==> src/rtl/imm_ext_pkg.sv <==
//------------------------------------------------------------------------------
// Module  : imm_ext_pkg
// Brief   : Shared op encodings and field constants for the immediate extender.
// Rev     : 1.0 - initial release
//------------------------------------------------------------------------------
`default_nettype none

package imm_ext_pkg;

    localparam int EXT_OP_W = 3;

    typedef enum logic [EXT_OP_W-1:0] {
        EXT_ZERO        = 3'b000,
        EXT_SIGNED      = 3'b001,
        EXT_HIGHPOS     = 3'b010,
        EXT_SIGNED_SHL2 = 3'b011,
        EXT_SHAMT       = 3'b100
    } ext_op_e;

    // Shift-amount subfield position inside the raw immediate
    localparam int SHAMT_LSB = 6;
    localparam int SHAMT_W   = 5;

endpackage : imm_ext_pkg

`default_nettype wire

==> src/rtl/ext_skid_buf.sv <==
//------------------------------------------------------------------------------
// Module  : ext_skid_buf
// Brief   : Two-entry in-order buffer; ready/valid derived from registered count.
// Rev     : 1.0 - initial release
//------------------------------------------------------------------------------
`default_nettype none

module ext_skid_buf #(
    parameter int W = 33
) (
    input  logic         clk,
    input  logic         rst,
    input  logic         flush,
    input  logic         push,
    input  logic         pop,
    input  logic [W-1:0] din,
    output logic [W-1:0] dout,
    output logic         in_ready,
    output logic         out_valid
);

    logic [W-1:0] r_mem [2];
    logic         r_wr_ptr;
    logic         r_rd_ptr;
    logic [1:0]   r_count;

    logic w_push;
    logic w_pop;

    assign in_ready  = (r_count != 2'd2);
    assign out_valid = (r_count != 2'd0);
    assign w_push    = push && in_ready && !flush;
    assign w_pop     = pop && out_valid && !flush;

    always_ff @(posedge clk) begin
        if (rst) begin
            r_wr_ptr <= 1'b0;
            r_rd_ptr <= 1'b0;
            r_count  <= 2'd0;
        end else if (flush) begin
            r_wr_ptr <= 1'b0;
            r_rd_ptr <= 1'b0;
            r_count  <= 2'd0;
        end else begin
            if (w_push) r_wr_ptr <= ~r_wr_ptr;
            if (w_pop)  r_rd_ptr <= ~r_rd_ptr;
            case ({w_push, w_pop})
                2'b10:   r_count <= r_count + 2'd1;
                2'b01:   r_count <= r_count - 2'd1;
                default: r_count <= r_count;
            endcase
        end
    end

    // Storage needs no reset: it is only visible while out_valid is high
    always_ff @(posedge clk) begin
        if (!rst && w_push) r_mem[r_wr_ptr] <= din;
    end

    assign dout = out_valid ? r_mem[r_rd_ptr] : '0;

endmodule : ext_skid_buf

`default_nettype wire

==> src/rtl/imm_ext_pipe.sv <==
//------------------------------------------------------------------------------
// Module  : imm_ext_pipe
// Brief   : Immediate extender with 2-entry output buffer and illegal-op count.
//           Define IMM_EXT_SHAMT_EN to make op 100 (SHAMT) legal.
// Rev     : 1.0 - initial release
//------------------------------------------------------------------------------
`default_nettype none

module imm_ext_pipe
    import imm_ext_pkg::*;
#(
    parameter int IN_W  = 16,
    parameter int OUT_W = 32,
    parameter int ERR_W = 8
) (
    input  logic                clk,
    input  logic                rst,
    input  logic                flush,
    input  logic                in_valid,
    output logic                in_ready,
    input  logic [IN_W-1:0]     in_data,
    input  logic [EXT_OP_W-1:0] in_op,
    output logic                out_valid,
    input  logic                out_ready,
    output logic [OUT_W-1:0]    out_data,
    output logic                out_err,
    output logic [ERR_W-1:0]    err_cnt
);

    logic [OUT_W-1:0] w_sext;
    logic [OUT_W-1:0] w_ext;
    logic             w_illegal;
    logic             w_push;
    logic             w_pop;
    logic [OUT_W:0]   w_buf_dout;
    logic [ERR_W-1:0] r_err_cnt;

    assign w_sext = {{(OUT_W-IN_W){in_data[IN_W-1]}}, in_data};

    always_comb begin
        w_ext     = '0;
        w_illegal = 1'b0;
        case (in_op)
            EXT_ZERO:        w_ext = {{(OUT_W-IN_W){1'b0}}, in_data};
            EXT_SIGNED:      w_ext = w_sext;
            EXT_HIGHPOS:     w_ext = {in_data, {(OUT_W-IN_W){1'b0}}};
            EXT_SIGNED_SHL2: w_ext = {w_sext[OUT_W-3:0], 2'b00};
`ifdef IMM_EXT_SHAMT_EN
            EXT_SHAMT:       w_ext = {{(OUT_W-SHAMT_W){1'b0}}, in_data[SHAMT_LSB +: SHAMT_W]};
`endif
            default:         w_illegal = 1'b1;
        endcase
    end

    assign w_push = in_valid && in_ready && !flush;
    assign w_pop  = out_valid && out_ready;

    ext_skid_buf #(
        .W (OUT_W + 1)
    ) u_buf (
        .clk       (clk),
        .rst       (rst),
        .flush     (flush),
        .push      (w_push),
        .pop       (w_pop),
        .din       ({w_illegal, w_ext}),
        .dout      (w_buf_dout),
        .in_ready  (in_ready),
        .out_valid (out_valid)
    );

    assign out_data = w_buf_dout[OUT_W-1:0];
    assign out_err  = w_buf_dout[OUT_W];

    // Counts accepted illegal entries only; flush never touches it
    always_ff @(posedge clk) begin
        if (rst) begin
            r_err_cnt <= '0;
        end else if (w_push && w_illegal && (r_err_cnt != '1)) begin
            r_err_cnt <= r_err_cnt + 1'b1;
        end
    end

    assign err_cnt = r_err_cnt;

endmodule : imm_ext_pipe

`default_nettype wire

==> config.mk <==
export PLATFORM = sky130hd
export DESIGN_NAME = imm_ext_pipe
export DESIGN_NICKNAME = d
export VERILOG_FILES = /design/src/rtl/imm_ext_pkg.sv /design/src/rtl/ext_skid_buf.sv /design/src/rtl/imm_ext_pipe.sv
export SDC_FILE = /design/constraint.sdc
export NUM_CORES = 1
export LEC_CHECK = 0
export ABC_AREA = 1
export BUFFER_PORTS_ARGS = -buffer_cell sky130_fd_sc_hd__clkbuf_2
export CAP_MARGIN = 20
export CORE_ASPECT_RATIO = 0.75
export CORE_MARGIN = 2
export CORE_UTILIZATION = 35
export CTS_BUF_LIST = sky130_fd_sc_hd__clkbuf_8
export DETAILED_ROUTE_END_ITERATION = 8
export GPL_TIMING_DRIVEN = 0
export MAX_ROUTING_LAYER = met4
export SYNTH_ARGS = -nofsm -noshare
export SYNTH_HDL_FRONTEND = slang
export SYNTH_SLANG_ARGS = --single-unit
==> constraint.sdc <==
create_clock -name clk -period 3.1 [get_ports clk]
set_input_delay 0.155 -clock clk [delete_from_list [all_inputs] [get_ports clk]]
set_output_delay 0.155 -clock clk [all_outputs]
set_load 0.01 [all_outputs]
==> flow_summary.toml, run 1 <==
[run_status]
status = "completed"

[setup_path]
cp-end-kind = "flip-flop"
critPathKind = "primary input to flip-flop"
crit_slowest_cell = "nor3_2"
max_stage_delay_ns = 0.63
critical_path_arrival_ns = 2.27
crit_fanout = 10
cp_common_cell = "buf_6"
crit_path_start_kind = "primary input"
cp_top_family = "buffers and inverters"
worstPathCellList = "dlygate4sd3_1 -> buf_12 -> nor2_1 -> inv_2 -> nor3_2 -> buf_6 -> buf_6"
cp.buffers_inverters = 5
cp.required_ns = 3.17

[flow_run]
drv_cap = 0

[clocking]
cts_sinks = 79
cts_tree = "yes"
cts_resized = 0
post_cts_buffers = 0
clkLatencyLatePin_ns = 0.36
clkSlewWorstSetupHoldPaths_ns = 0.10
root_buffer = "clkbuf_8"
cts_made_buffers = 9
max-clock-path-buffers = 2
cts.htree.levels = 3

[sta]
hold_viol = 0
max_slew_margin_pct = 48.8
rsz0062_at_grt = "false"
setup_viol = 0
fmax_ghz = 0.456
layout_worst_path_cycle_share_pct = 70.8
worst_pin_slew_ns = 0.765
fin_hold_ws_ns = 0.125
final-max-slew-violation-count = 0
clock_skew_ns = 0.0166
fin_crit_ns = 2.19

[pwr]
power_frac_comb_pct = 8.2
peakVddDrop_mv = 0.201
finalPower_mw = 2.17
seqPwrFrac_pct = 54.5
p_sw_uw = 546
swShare_pct = 25.1
p_clk_share_pct = 37.4
internal_power_mw = 1.63
leakage_nw = 1.73
powerDensity_nw_per_um2 = 495

[routing]
wl_per_cell_um = 14.4
vias_per_cell = 4.71
maxUsedRoutingLayer = "met4"
ant_nets = 0
wl_met3_um = 586
first_pass_iters = 4
drtIter0Drc = 169
wl_met1_mm = 3.97
via_count = 2740
drc = 0
drt_wl_total_mm = 8.36
wl_met2_mm = 3.69

[finish]
diodes = 0
nets = 467
post-route-util_pct = 43.3
final_area_um2 = 4390
drive_above_1_share_pct = 28.0
area_growth_pct = 21.8

[die]
io-pin-count = 67
coreArea_um2 = 10100
die_w_um = 121
start_util_pct = 35.5
num_rows = 32
dieArea_um2 = 11100
dieHeight_um = 91.8

[yosys]
synthTopCellsByArea = "edfxtp_1 (55%), nand2_1 (12%), a21oi_1 (7.4%), dfxtp_1 (7.2%), inv_1 (2.5%)"
ys_ff_latch = 79
synth_top_area_share_pct = 55.0
synth_nets = 385
synth_cell_types = 32
synth_edf_count = 66
syn_avg_cell_area_um2 = 10.0
yosys.area.top_type = "edfxtp_1"
synthCells = 359
synth_area_um2 = 3600
yosysWarnings = 0
synth_seq_area_share_pct = 62.3
ys.flop_type = "edfxtp_1"
ys_async_sr_fraction_pct = 0

[grt]
grt_pass1_vias = 2532
grt_pass1_wl_mm = 13.3
antenna_found_initial = 0
grt_max_degree = 17
grt.total_usage_pct = 16.0
grt_overflow_total = 0

[place]
hpwl_mm = 6.09
gp_congestion = 0.889
numPortBuffers = 64
placed_area_um2 = 4170

[hold_path]
min_path_type = "primary input to flip-flop"
[power by group through the flow]
| stage | logic [mW] | registers, mW | clock network, mW |
|---|---|---|---|
| detailed placement | 0.176 | 1.21 | 0 |
| global placement | 0.167 | 1.21 | 0 |
| global route | 0.196 | 1.18 | 0.874 |
| finish | 0.177 | 1.18 | 0.812 |
| floorplan | 0.101 | 1.21 | 0 |
| CTS | 0.178 | 1.18 | 0.828 |
[layout by cell type, fill, tap and decap left out, types with 6 or more instances in the layout]
cell	synthesis	routed
inv_1	24	24
edfxtp_1	66	66
inv_2	8	8
nor2_1	14	14
clkbuf_8	0	9
dfxtp_1	13	13
clkbuf_2	0	64
buf_6	2	8
buf_2	10	10
nand2_1	111	111
o22ai_1	14	14
a21oi_1	53	53
a21oi_2	6	6
[worst min-delay path, cell delays in order]
cell      delay (ns)
clkbuf_2        0.08
nand2_1         0.13
a21oi_1         0.08
[Yosys cell counts, types with 2 or more instances]
master    number
buf_6          2
a21oi_2        6
buf_2         10
nand2_1      111
a21oi_1       53
o22ai_1       14
dfxtp_1       13
ha_1           2
nor3_1         2
nand3_1        3
nor2_1        14
inv_2          8
o21ai_0        4
edfxtp_1      66
xor2_1         3
nand2_2        3
clkbuf_1       4
o21ai_1        3
nand3b_1       2
inv_1         24
[registers in the layout, summed over array words and instances (netlist names), named ones only]
register / cells
u_buf.r_wr_ptr: 1
u_buf.r_mem: 66
err_cnt: 8
u_buf.r_count: 2
u_buf.r_rd_ptr: 1
[kinds of logic after synthesis]
kind of cell	synth area share, %
AOI/OAI and AO/OA	12.5
DFF	62.3
adders and majority gates	0.695
and+or+nand+nor	17.0
xor gates and xnor gates	0.973
buffers and inverters	6.57
[final timing paths]
check / start / endpoint / slack (ns) / depth (start not counted)
worst max register to register: u_buf.r_count[0]$_SDFFE_PP0P_ / u_buf.r_mem[1][11]$_DFFE_PP_ / 1.16 / 6
worst min-delay path: out_ready / u_buf.r_rd_ptr$_SDFFE_PP0P_ / 0.12 / 3
worst min register to register: u_buf.r_rd_ptr$_SDFFE_PP0P_ / u_buf.r_rd_ptr$_SDFFE_PP0P_ / 0.49 / 2
worst max-delay path: rst / u_buf.r_mem[1][11]$_DFFE_PP_ / 0.91 / 7
[layer usage]
layer | up-vias | GRT usage, %
met2 | 72 | 22.7
met4 | 0 | 5.33
met1 | 1276 | 22.3
met5 | - | -
met3 | 9 | 4.35
li1 | 1383 | -
[layout make-up]
type | count | area (um2)
clock buffers | 9 | 124
inverters | 33 | 125
well taps | 136 | 170
fillers | 979 | 5740
flip-flops and latches | 79 | 2240
plain buffers | 18 | 111
repair buffers | 71 | 398
multi-input cells | 229 | 1130
clock inverters | 7 | 83.8
[timing repair]
action | CTS | global route
hold buffers | 1 | 0
endpoints found under the hold margin | 6 | 0
endpoints found under the setup margin | 0 | 0
[per-stage QoR]
| step | setup WS (ns) | cells | TNS [ns] |
|---|---|---|---|
| floorplan | -0.212 | 359 | -14.01 |
| global placement | -1.69 | 559 | -111.06 |
| detailed placement | 1.06 | 565 | 0 |
| CTS | 0.859 | 582 | 0 |
| global route | 0.748 | 582 | 0 |
| finish | 0.905 | 582 | 0 |
No activity file was read; power rests on OpenSTA's default activity.
==> inputs of run 2 (changes only) <==
clock period = 2.3 ns   (was 3.1 ns; I/O delays follow)
==> run 2 against run 1 <==
- core utilization increased by 0.062 points
- non-clock buffer count unchanged
- clock power grew 35%
- largest power group unchanged
- cell area up 0.14%
- register-to-register slack got worse by 0.78 ns
==> flow_summary.toml, run 2 (synthesized netlist as in run 1, its figures left out) <==
[run_status]
status = "completed"

[place]
dp_cells = 565
numPortBuffers = 64
gp_congestion = 0.889
hpwl_mm = 6.09
post-place-ws_ns = 0.297
placed_area_um2 = 4170

[grt]
grt.total_usage_pct = 16.0
grt_pass1_wl_mm = 13.3
grt_max_degree = 17
grt_overflow_total = 0
antenna_found_initial = 0
grt_pass1_vias = 2532

[pwr]
powerDensity_nw_per_um2 = 667
leakage_nw = 1.73
finalPower_mw = 2.93
peakVddDrop_mv = 0.270

[setup_path]
crit_fanout = 10
cp.required_ns = 2.37
critical_path_arrival_ns = 2.22
critPathKind = "primary input to flip-flop"
cp-end-kind = "flip-flop"
rr_endpoint = "u_buf.r_mem[0][9]$_DFFE_PP_"
r2r_cells = 6
r2r_setup_slack_ns = 0.38
r2r-start = "u_buf.r_count[0]$_SDFFE_PP0P_"
crit_path_start_kind = "primary input"

[die]
dieHeight_um = 91.8
num_rows = 32
dieArea_um2 = 11100
start_util_pct = 35.5
die_w_um = 121
io-pin-count = 67
coreArea_um2 = 10100

[sta]
worst_pin_slew_ns = 0.725
setup-tns-final_ns = 0
fmax_ghz = 0.465
fin_hold_ws_ns = 0.0857
final-max-slew-violation-count = 0
fin_crit_ns = 2.15
fin_ws_ns = 0.151
max_slew_margin_pct = 51.4
rsz0062_at_grt = "false"
hold_viol = 0
clock_skew_ns = 0.0168
layout_worst_path_cycle_share_pct = 93.4
setup_viol = 0

[routing]
via_count = 2772
wl_per_cell_um = 14.4
drc = 0
drtIter0Drc = 162
vias_per_cell = 4.76
first_pass_iters = 5
drt_wl_total_mm = 8.38
ant_nets = 0

[finish]
final_cell_mix = "nand2_1 (111), edfxtp_1 (66), clkbuf_2 (64)"
drive_above_1_share_pct = 28.0
area_growth_pct = 22.0
post-route-util_pct = 43.4
regMostFlops = "u_buf.r_mem"
diodes = 0
largest_register_ffs = 66
final_common_cell = "nand2_1"
stdcell_count = 582
nets = 467
final_area_um2 = 4390

[hold_path]
min_delay_path_depth = 3
min-delay-start = "out_ready"
min_path_type = "primary input to flip-flop"
holdPathEnd = "u_buf.r_rd_ptr$_SDFFE_PP0P_"

[clocking]
post_cts_buffers = 0
cts_tree = "yes"
root_buffer = "clkbuf_8"
clkSlewWorstSetupHoldPaths_ns = 0.10
cts.htree.levels = 3
cts_made_buffers = 9
cts_sinks = 79
clkLatencyLatePin_ns = 0.36
max-clock-path-buffers = 2

[flow_run]
drv_cap = 0
run 2: cell count changes in the layout (fill, tap and decap cells not counted):
cell,before,now
nor3_4,0,1
nor3_2,2,1
run 2: repair_timing:
item,in CTS,in global routing
endpoints found under the setup margin,0,2
endpoints found under the hold margin,6,0
resized for setup,0,1
hold buffers,1,0
run 2: cell type report:
type                            instances  area, um2
Sequential cell                        79       2240
Multi-Input combinational cell        229       1140
Timing Repair Buffer                   71        398
Tap cell                              136        170
Inverter                               33        125
Clock buffer                            9        124
Fill cell                             981       5740
Buffer                                 18        111
Clock inverter                          7       83.8
run 2: how the worst max path moves through the flow:
| stage | startpoint | endpoint | slack [ns] |
|---|---|---|---|
| after detailed placement | flush | u_buf.r_mem[1][20]$_DFFE_PP_ | 0.30 |
| after global routing | rst | u_buf.r_mem[0][9]$_DFFE_PP_ | 0.03 |
| after global placement | flush | u_buf.r_mem[1][20]$_DFFE_PP_ | -2.45 |
| after floorplan | u_buf.r_count[0]$_SDFFE_PP0P_ | u_buf.r_mem[0][0]$_DFFE_PP_ | -1.01 |
| after CTS | rst | u_buf.r_mem[1][11]$_DFFE_PP_ | 0.1 |
| final | rst | u_buf.r_mem[0][9]$_DFFE_PP_ | 0.15 |
run 2: routing by layer:
| metal | routed length (um) | GRT usage, % | share of wire [%] | vias to the layer above |
|---|---|---|---|---|
| li1 | - | - | - | 1382 |
| met3 | 512 | 4.35 | 6.1 | 12 |
| met4 | 121 | 5.33 | 1.4 | 0 |
| met5 | 0 | - | 0 | - |
| met1 | 4010 | 22.3 | 48 | 1300 |
| met2 | 3740 | 22.7 | 45 | 78 |
run 2: critical path, stage by stage:
cell           delay, ns
dlygate4sd3_1       0.57
buf_12              0.16
nor2_1              0.23
inv_2               0.11
nor3_2              0.61
buf_6               0.25
buf_6               0.17
run 2: where the power goes:
group	total, mW	switching, mW	internal (mW)
registers	1.59	0.0102	1.58
logic	0.240	0.157	0.0831
clock network	1.10	0.571	0.524
